$ cat src/rtl/ram_ctrl_if.sv
// Command/response handshake bundle between a client and ram_ctrl.
interface ram_ctrl_if #(
    parameter int unsigned DATA_WIDTH = 16,
    parameter int unsigned ADDR_WIDTH = 10
);
    logic                  cmd_valid;
    logic                  cmd_ready;
    logic                  cmd_we;
    logic [ADDR_WIDTH-1:0] cmd_addr;
    logic [DATA_WIDTH-1:0] cmd_wdata;
    logic                  rsp_valid;
    logic                  rsp_ready;
    logic [DATA_WIDTH-1:0] rsp_data;

    modport master (
        output cmd_valid, cmd_we, cmd_addr, cmd_wdata, rsp_ready,
        input  cmd_ready, rsp_valid, rsp_data
    );

    modport slave (
        input  cmd_valid, cmd_we, cmd_addr, cmd_wdata, rsp_ready,
        output cmd_ready, rsp_valid, rsp_data
    );
endinterface

$ cat src/rtl/ram_ctrl.sv
// Sole master of a single-port RAM: serialises read/write commands, holds read
// responses until consumed, and sweeps the whole memory with CLEAR_VALUE on request.
module ram_ctrl #(
    parameter int unsigned          DATA_WIDTH  = 16,
    parameter int unsigned          ADDR_WIDTH  = 10,
    parameter logic [DATA_WIDTH-1:0] CLEAR_VALUE = '0
) (
    input  logic                  clk,
    input  logic                  rst,
    ram_ctrl_if.slave             bus,
    input  logic                  clear_start,
    output logic                  clear_busy,
    output logic                  clear_done,
    output logic                  ram_request,
    output logic [ADDR_WIDTH-1:0] ram_addr,
    output logic [DATA_WIDTH-1:0] ram_write_data,
    input  logic [DATA_WIDTH-1:0] ram_read_data
);
    localparam logic [ADDR_WIDTH-1:0] LastAddr = '1;

    typedef enum logic [2:0] {StIdle, StIssueWr, StIssueRd, StCapture, StClear} state_e;

    state_e                state_q, state_d;
    logic                  req_q, req_d;
    logic [ADDR_WIDTH-1:0] addr_q, addr_d;
    logic [DATA_WIDTH-1:0] wdata_q, wdata_d;
    logic                  rsp_valid_q, rsp_valid_d;
    logic [DATA_WIDTH-1:0] rsp_data_q, rsp_data_d;
    logic                  busy_q, busy_d;
    logic                  done_q, done_d;
    logic                  cmd_ready;

    // A pending response blocks new commands but not a clear request.
    assign cmd_ready = !rst && (state_q == StIdle) && !rsp_valid_q && !clear_start;

    always_comb begin
        state_d     = state_q;
        req_d       = req_q;
        addr_d      = addr_q;
        wdata_d     = wdata_q;
        rsp_valid_d = rsp_valid_q;
        rsp_data_d  = rsp_data_q;
        busy_d      = busy_q;
        done_d      = 1'b0;

        if (rsp_valid_q && bus.rsp_ready) begin
            rsp_valid_d = 1'b0;
        end

        unique case (state_q)
            StIdle: begin
                if (clear_start) begin
                    state_d = StClear;
                    addr_d  = '0;
                    req_d   = 1'b1;
                    wdata_d = CLEAR_VALUE;
                    busy_d  = 1'b1;
                end else if (bus.cmd_valid && cmd_ready) begin
                    addr_d  = bus.cmd_addr;
                    wdata_d = bus.cmd_wdata;
                    req_d   = bus.cmd_we;
                    state_d = bus.cmd_we ? StIssueWr : StIssueRd;
                end
            end
            StIssueWr: begin
                req_d   = 1'b0;
                state_d = StIdle;
            end
            StIssueRd: state_d = StCapture;
            StCapture: begin
                rsp_data_d  = ram_read_data;
                rsp_valid_d = 1'b1;
                state_d     = StIdle;
            end
            StClear: begin
                if (addr_q == LastAddr) begin
                    req_d   = 1'b0;
                    busy_d  = 1'b0;
                    done_d  = 1'b1;
                    state_d = StIdle;
                end else begin
                    addr_d = addr_q + 1'b1;
                end
            end
            default: state_d = StIdle;
        endcase
    end

    always_ff @(posedge clk) begin
        if (rst) begin
            state_q     <= StIdle;
            req_q       <= 1'b0;
            addr_q      <= '0;
            wdata_q     <= '0;
            rsp_valid_q <= 1'b0;
            rsp_data_q  <= '0;
            busy_q      <= 1'b0;
            done_q      <= 1'b0;
        end else begin
            state_q     <= state_d;
            req_q       <= req_d;
            addr_q      <= addr_d;
            wdata_q     <= wdata_d;
            rsp_valid_q <= rsp_valid_d;
            rsp_data_q  <= rsp_data_d;
            busy_q      <= busy_d;
            done_q      <= done_d;
        end
    end

    assign bus.cmd_ready  = cmd_ready;
    assign bus.rsp_valid  = rsp_valid_q;
    assign bus.rsp_data   = rsp_data_q;
    assign clear_busy     = busy_q;
    assign clear_done     = done_q;
    assign ram_request    = req_q;
    assign ram_addr       = addr_q;
    assign ram_write_data = wdata_q;
endmodule
$ cat src/flat_wrapper.sv
// flat-port wrapper written by rule: the top's interface ports become plain ports
module ram_ctrl_flat 
#(
    parameter int unsigned          DATA_WIDTH  = 16,
    parameter int unsigned          ADDR_WIDTH  = 10,
    parameter logic [DATA_WIDTH-1:0] CLEAR_VALUE = '0
)
  (clk, rst, clear_start, clear_busy, clear_done, ram_request, ram_addr, ram_write_data, ram_read_data, bus_cmd_valid, bus_cmd_we, bus_cmd_addr, bus_cmd_wdata, bus_rsp_ready, bus_cmd_ready, bus_rsp_valid, bus_rsp_data);
  ram_ctrl_if #(.DATA_WIDTH(DATA_WIDTH), .ADDR_WIDTH(ADDR_WIDTH)) bus_i ();
  input  logic clk;
  input  logic rst;
  input  logic clear_start;
  output logic clear_busy;
  output logic clear_done;
  output logic ram_request;
  output logic [ADDR_WIDTH-1:0] ram_addr;
  output logic [DATA_WIDTH-1:0] ram_write_data;
  input  logic [DATA_WIDTH-1:0] ram_read_data;
  input wire logic [$bits(bus_i.cmd_valid)-1:0] bus_cmd_valid;
  input wire logic [$bits(bus_i.cmd_we)-1:0] bus_cmd_we;
  input wire logic [$bits(bus_i.cmd_addr)-1:0] bus_cmd_addr;
  input wire logic [$bits(bus_i.cmd_wdata)-1:0] bus_cmd_wdata;
  input wire logic [$bits(bus_i.rsp_ready)-1:0] bus_rsp_ready;
  output wire logic [$bits(bus_i.cmd_ready)-1:0] bus_cmd_ready;
  output wire logic [$bits(bus_i.rsp_valid)-1:0] bus_rsp_valid;
  output wire logic [$bits(bus_i.rsp_data)-1:0] bus_rsp_data;
  assign bus_i.cmd_valid = bus_cmd_valid;
  assign bus_i.cmd_we = bus_cmd_we;
  assign bus_i.cmd_addr = bus_cmd_addr;
  assign bus_i.cmd_wdata = bus_cmd_wdata;
  assign bus_i.rsp_ready = bus_rsp_ready;
  assign bus_cmd_ready = bus_i.cmd_ready;
  assign bus_rsp_valid = bus_i.rsp_valid;
  assign bus_rsp_data = bus_i.rsp_data;
  ram_ctrl #(.DATA_WIDTH(DATA_WIDTH), .ADDR_WIDTH(ADDR_WIDTH), .CLEAR_VALUE(CLEAR_VALUE)) u_core (.clk(clk), .rst(rst), .bus(bus_i), .clear_start(clear_start), .clear_busy(clear_busy), .clear_done(clear_done), .ram_request(ram_request), .ram_addr(ram_addr), .ram_write_data(ram_write_data), .ram_read_data(ram_read_data));
endmodule
$ cat config.mk
export PLATFORM = sky130hd
export DESIGN_NAME = ram_ctrl_flat
export DESIGN_NICKNAME = d
export VERILOG_FILES = /design/src/rtl/ram_ctrl_if.sv /design/src/rtl/ram_ctrl.sv /design/src/flat_wrapper.sv
export SDC_FILE = /design/constraint.sdc
export NUM_CORES = 1
export LEC_CHECK = 0
export CAP_MARGIN = 20
export CORE_MARGIN = 1.5
export CORE_UTILIZATION = 38
export DETAILED_ROUTE_END_ITERATION = 12
export GPL_TIMING_DRIVEN = 1
export PLACE_DENSITY = 0.77
export SLEW_MARGIN = 10
export SYNTH_ARGS = -nofsm -noshare
export SYNTH_HDL_FRONTEND = slang
export SYNTH_SLANG_ARGS = --single-unit
$ cat constraint.sdc
create_clock -name clk -period 1.9 [get_ports clk]
set_input_delay 0.285 -clock clk [delete_from_list [all_inputs] [get_ports clk]]
set_output_delay 0.285 -clock clk [all_outputs]
set_load 0.01 [all_outputs]
After elaboration in Yosys (flattened, before gate mapping)
Index checks and enable logic that the tools add are counted.

word-level totals
  logic and storage cells = 58
  input port bits = 48
  flip-flop bits (word level) = 49
  output and inout bits = 47

cells by class
  equal/unequal tests = 9
  bitwise operators = 1
  reduce and logical (&&, ||, !) cells = 19
  multiplexer cells = 20
  $add $sub $neg = 1

operators with widths
  operator                 count
  $mux W16                 2
  $mux W10                 3
  $pmux W10 S2             1
  $add A10 B1 Y10 const B  1
  $eq A10 B10 Y1 const B   1
  $mux W3                  3
  $pmux W3 S3              1
  $reduce_and A3 Y1        3
  $mux W1                  7
  $eq A3 B2 Y1 const B     2
  $reduce_bool A2 Y1       3
  $logic_and A1 B1 Y1      5
  $ne A2 B2 Y1 const B     2
  $reduce_and A2 Y1        2
  $eq A3 B1 Y1 const B     1
  $eq A3 B3 Y1 const B     1
  $logic_not A1 Y1         3
  $logic_not A3 Y1         1
  $ne A3 B3 Y1 const B     1
  $pmux W1 S3              1
  $reduce_bool A3 Y1       1
  $mux W2                  1
  $ne A2 B1 Y1 const B     1
  $pmux W1 S2              1
  2 further kinds          2

Longest topological paths before layout
Gate-level depths: netlist of run 1.

  depth after elaboration = 8
  gate-level depth with buffers = 7
  depth with buffers taken out = 5

Least setup slack after synthesis of run 1
Ideal clock, no wire load.

  path type = register to register
  start point = register u_core.addr_q[0] (netlist: u_core.ram_addr[0])
  end point = register u_core.state_q[1]
  cell stages (with the launch flop) = 6
  data required time = 1,781 ps
  clock period less this slack = 1,937 ps
  setup time = 119 ps
  arrival time = 1,818 ps
  buffers on the path = 0
  slack = -37 ps
  cell sequence = dfxtp_1 -> ha_1 -> nand3_4 -> or4_4 -> and3_1 -> o221a_1

between the ends
  cells in the longest elaborated chain, start to end = 3

RTL lines
  item                         line             RTL
  start: declaration           ram_ctrl.sv:25   logic [ADDR_WIDTH-1:0] addr_q, addr_d;
  start signal: assignment     ram_ctrl.sv:102  addr_q <= addr_d;
  $eq A10 B10 Y1               ram_ctrl.sv:76   if (addr_q == LastAddr) begin
  $ne A2 B1 Y1 (no line)       n/a
  $reduce_and A2 Y1 (no line)  n/a
  end signal: assignment       ram_ctrl.sv:91   state_q <= StIdle;
  end signal: assignment       ram_ctrl.sv:100  state_q <= state_d;
  end: declaration             ram_ctrl.sv:23   state_e state_q, state_d;

No other way between the ends.
A chain may end at the register's enable or synchronous reset.

Final worst setup path of run 1
  start point = register u_core.addr_q[1] (netlist: u_core.ram_addr[1])
  end point = register u_core.state_q[1]

The elaborated chain is that of the path after synthesis.

==> results of run 1 <==
## cells by family after synthesis
family                     Yosys count
AOI/OAI and AO/OA                   83
adders and majority gates            1
buffers and inverters               23
DFF                                 49
and+or+nand+nor                     98
## cells in the mapped netlist, types with 2 or more instances
library cell	count
nor3b_1	4
a31oi_1	2
nor4_1	3
o311ai_0	4
a311oi_1	3
nor3_1	7
inv_1	6
o211a_1	2
a21oi_1	26
o21ai_0	6
nand3b_1	2
o31ai_1	10
clkbuf_1	11
a22oi_1	17
nand3_1	3
and3_1	3
o31a_1	2
dfxtp_1	49
nand2_1	40
nand2b_1	2
o211ai_1	2
nor2_1	24
buf_2	5
## worst min-delay path by stage
stage                                        from                 endpoint  slack, ps  cells after the start
after CTS                 u_core.bus.rsp_data[11]  u_core.bus.rsp_data[11]        460                      2
after floorplan                  ram_read_data[0]   u_core.bus.rsp_data[0]        420                      2
after global placement    u_core.bus.rsp_data[13]  u_core.bus.rsp_data[13]        440                      2
after detailed placement  u_core.bus.rsp_data[11]  u_core.bus.rsp_data[11]        450                      2
final                     u_core.bus.rsp_data[11]  u_core.bus.rsp_data[11]        450                      2
after global routing       u_core.bus.rsp_data[3]   u_core.bus.rsp_data[3]        480                      2
## sequential cells by signal, indices dropped and copies added, names as in the netlist
register / count
u_core.clear_busy: 1
u_core.ram_request: 1
u_core.state_q: 3
u_core.ram_write_data: 16
u_core.clear_done: 1
u_core.ram_addr: 10
u_core.bus.rsp_valid: 1
u_core.bus.rsp_data: 16
## where the power goes
| group | switching (mW) | total (mW) | internal [mW] |
|---|---|---|---|
| Sequential | 0.0486 | 1.12 | 1.07 |
| Clock | 0.345 | 0.774 | 0.430 |
| Combinational | 0.235 | 0.517 | 0.282 |
## layout make-up
cell class	count	area, um2	area share
clock buffers	7	86.3	0.0253
well taps	72	90.1	0.0264
flip-flops and latches	49	982	0.288
inverters	7	26.3	0.00770
multi-input cells	182	1100	0.323
clock inverters	1	30.0	0.00879
repair buffers	114	1100	0.321
## through the flow
stage                     utilization  power, mW  instances
after floorplan                     -       1.37        254
after global placement          0.598       1.64        424
after detailed placement        0.598       1.65        424
after CTS                       0.619       2.42        432
after global routing            0.620       2.53        432
final                           0.620       2.41        432
## worst min-delay path, delay by kind of cell, from the launching register on
family | cells | cell delay, ps
AO/OA/AOI/OAI | 1 | 50
flip-flops | 1 | 310
AND/OR/NAND/NOR | 1 | 50
## per-layer routing
layer | vias up | share of wire | GRT usage
met1 | 1089 | 0.44 | 0.265
met4 | 0 | 0.011 | 0.0607
met2 | 110 | 0.47 | 0.336
li1 | 1135 | - | -
met3 | 10 | 0.076 | 0.0500
met5 | - | 0 | 0
## repair_timing
| action | 4_1_cts | 5_1_grt |
|---|---|---|
| resized for setup | 1 | 2 |
| gates cloned | 0 | 0 |
| setup endpoints to repair | 1 | 2 |
==> run metrics, run 1 <==
wire per inst 14.2 um; Syn Nets between 300 and 400; CP max FO 4; Synth Area in Adders 0.00580; final setup fails 0; overall routed net length 6.15 mm; Setup CP Type reg -> reg; hold violation count in the final report 0; number of synthesized flops with an enable pin 0; largest net degree at the start of global routing 49; Vias 2344; GR Util All Layers 0.204; part of the Yosys area used for sequential elements 0.455; post-DR vias/cell roughly 5.4; top post-synthesis cells by area dfxtp_1 46%, nand2_1 7.0%, a21oi_1 6.0%, a22oi_1 5.9%, nor2_1 4.2%; mux contribution to synthesized area 0; core area 5510 um2; WHS 455 ps; Max Clk Rate 0.561 GHz; crit path to u_core.state_q[1]; Inserted Diodes 0; Worst path top cell family by delay simple AND/OR/NAND/NOR gates; Post-DP Area 3290 um2; CTS tree done; Detail Placement HPWL 4.33 mm; stages on the worst setup path 5; drt initial violations 190; grt ovf 0; worst setup margin ~120 ps; leading area contributor after synthesis dfxtp_1; ANT nets after route 0; mapped cell area 2160 um2; RD Place Congestion ~0.93; Worst EP required 2090 ps; clk_lat worst skew 300 ps; Worst Path Arrival between 1500 and 2000 ps; fillers approximately 470; Sink Count around 50; max incr delay on CP 560 ps; Ys Warns 0; Yosys reg bits 49; worst slack, placed -191 ps; commonest non-fill, non-tap cell in the layout clkdlybuf4s50_1; Yosys cell types 44; Synth top area share 0.455; CP max-delay cell or4_4; final design area excluding fillers 3410 um2; antenna violations before repair 0; r2r setup slk 120 ps; Synth async-reset ratio 0; first-pass GRT wire length 10.3 mm; RSZ-0062 raised after global routing no; vias in the first global route roughly 2200; clock buffer depth 2; leak pwr 1.23 nW; fin crit period about 1800 ps; Post-CTS Hold Buffers 0; reg2reg start u_core.ram_addr[1]; XOR/XNOR Fraction of Synth Area 0; R2R cell count 5; startpoint types flop; drt pass-1 iters 5; nets@finish just over 400; Power Density 706 nW/um2; Port Buffer Count 94; row cnt 27; leading cell types in the layout, fill and taps excluded 92 x clkdlybuf4s50_1, 48 x dfxtp_1, 40 x nand2_1; Root Buffer clkbuf_8; simple-gate portion of the synthesized area 0.221; Slew HR 0.551; fin crit share 0.938; synthesized area per cell about 8.5 um2; outcome completed; Cells after Synth approximately 250; Die Span Y 78.3 um; IO Pins 95; worst slew pin tran 671 ps; worst min path class reg -> reg; Fin Setup TNS 0 ps; Slew Limit Fails 0; Worst setup EP type flop; Initial Utilization 0.392; Crit Reg-Reg Endpoint u_core.state_q[1]; crit path launch u_core.ram_addr[1]; share of cells above drive strength 1 0.114; Die ar. 6130 um2; CP Buf/Inv Count 0; Max VDD drop 362 uV; Clock Skew 10.1 ps; Max Cap Viol 0; Synth Area in Compound Gates 0.276; Syn-to-layout area delta 58.4%; crit-path cells ha_4 > nand3_4 > or4_4 > and3_1 > o221a_1; die span in x 78.3 um; total CTS buffers 5; Primary FF master, synth dfxtp_1; post-CTS setup buffers 0; H-tree depth 2; clock-pin slew on the worst setup and hold paths roughly 90 ps; largest family of logic cells by synthesized area compound AO/OA/AOI/OAI gates; DR DRC count 0
No activity file was read; power rests on OpenSTA's default activity.
==> run 2, diff against run 1 <==
- SLEW_MARGIN: 10 -> 25
==> results of run 2 <==
Final layout, timing and power as in run 1 (identical DEF).
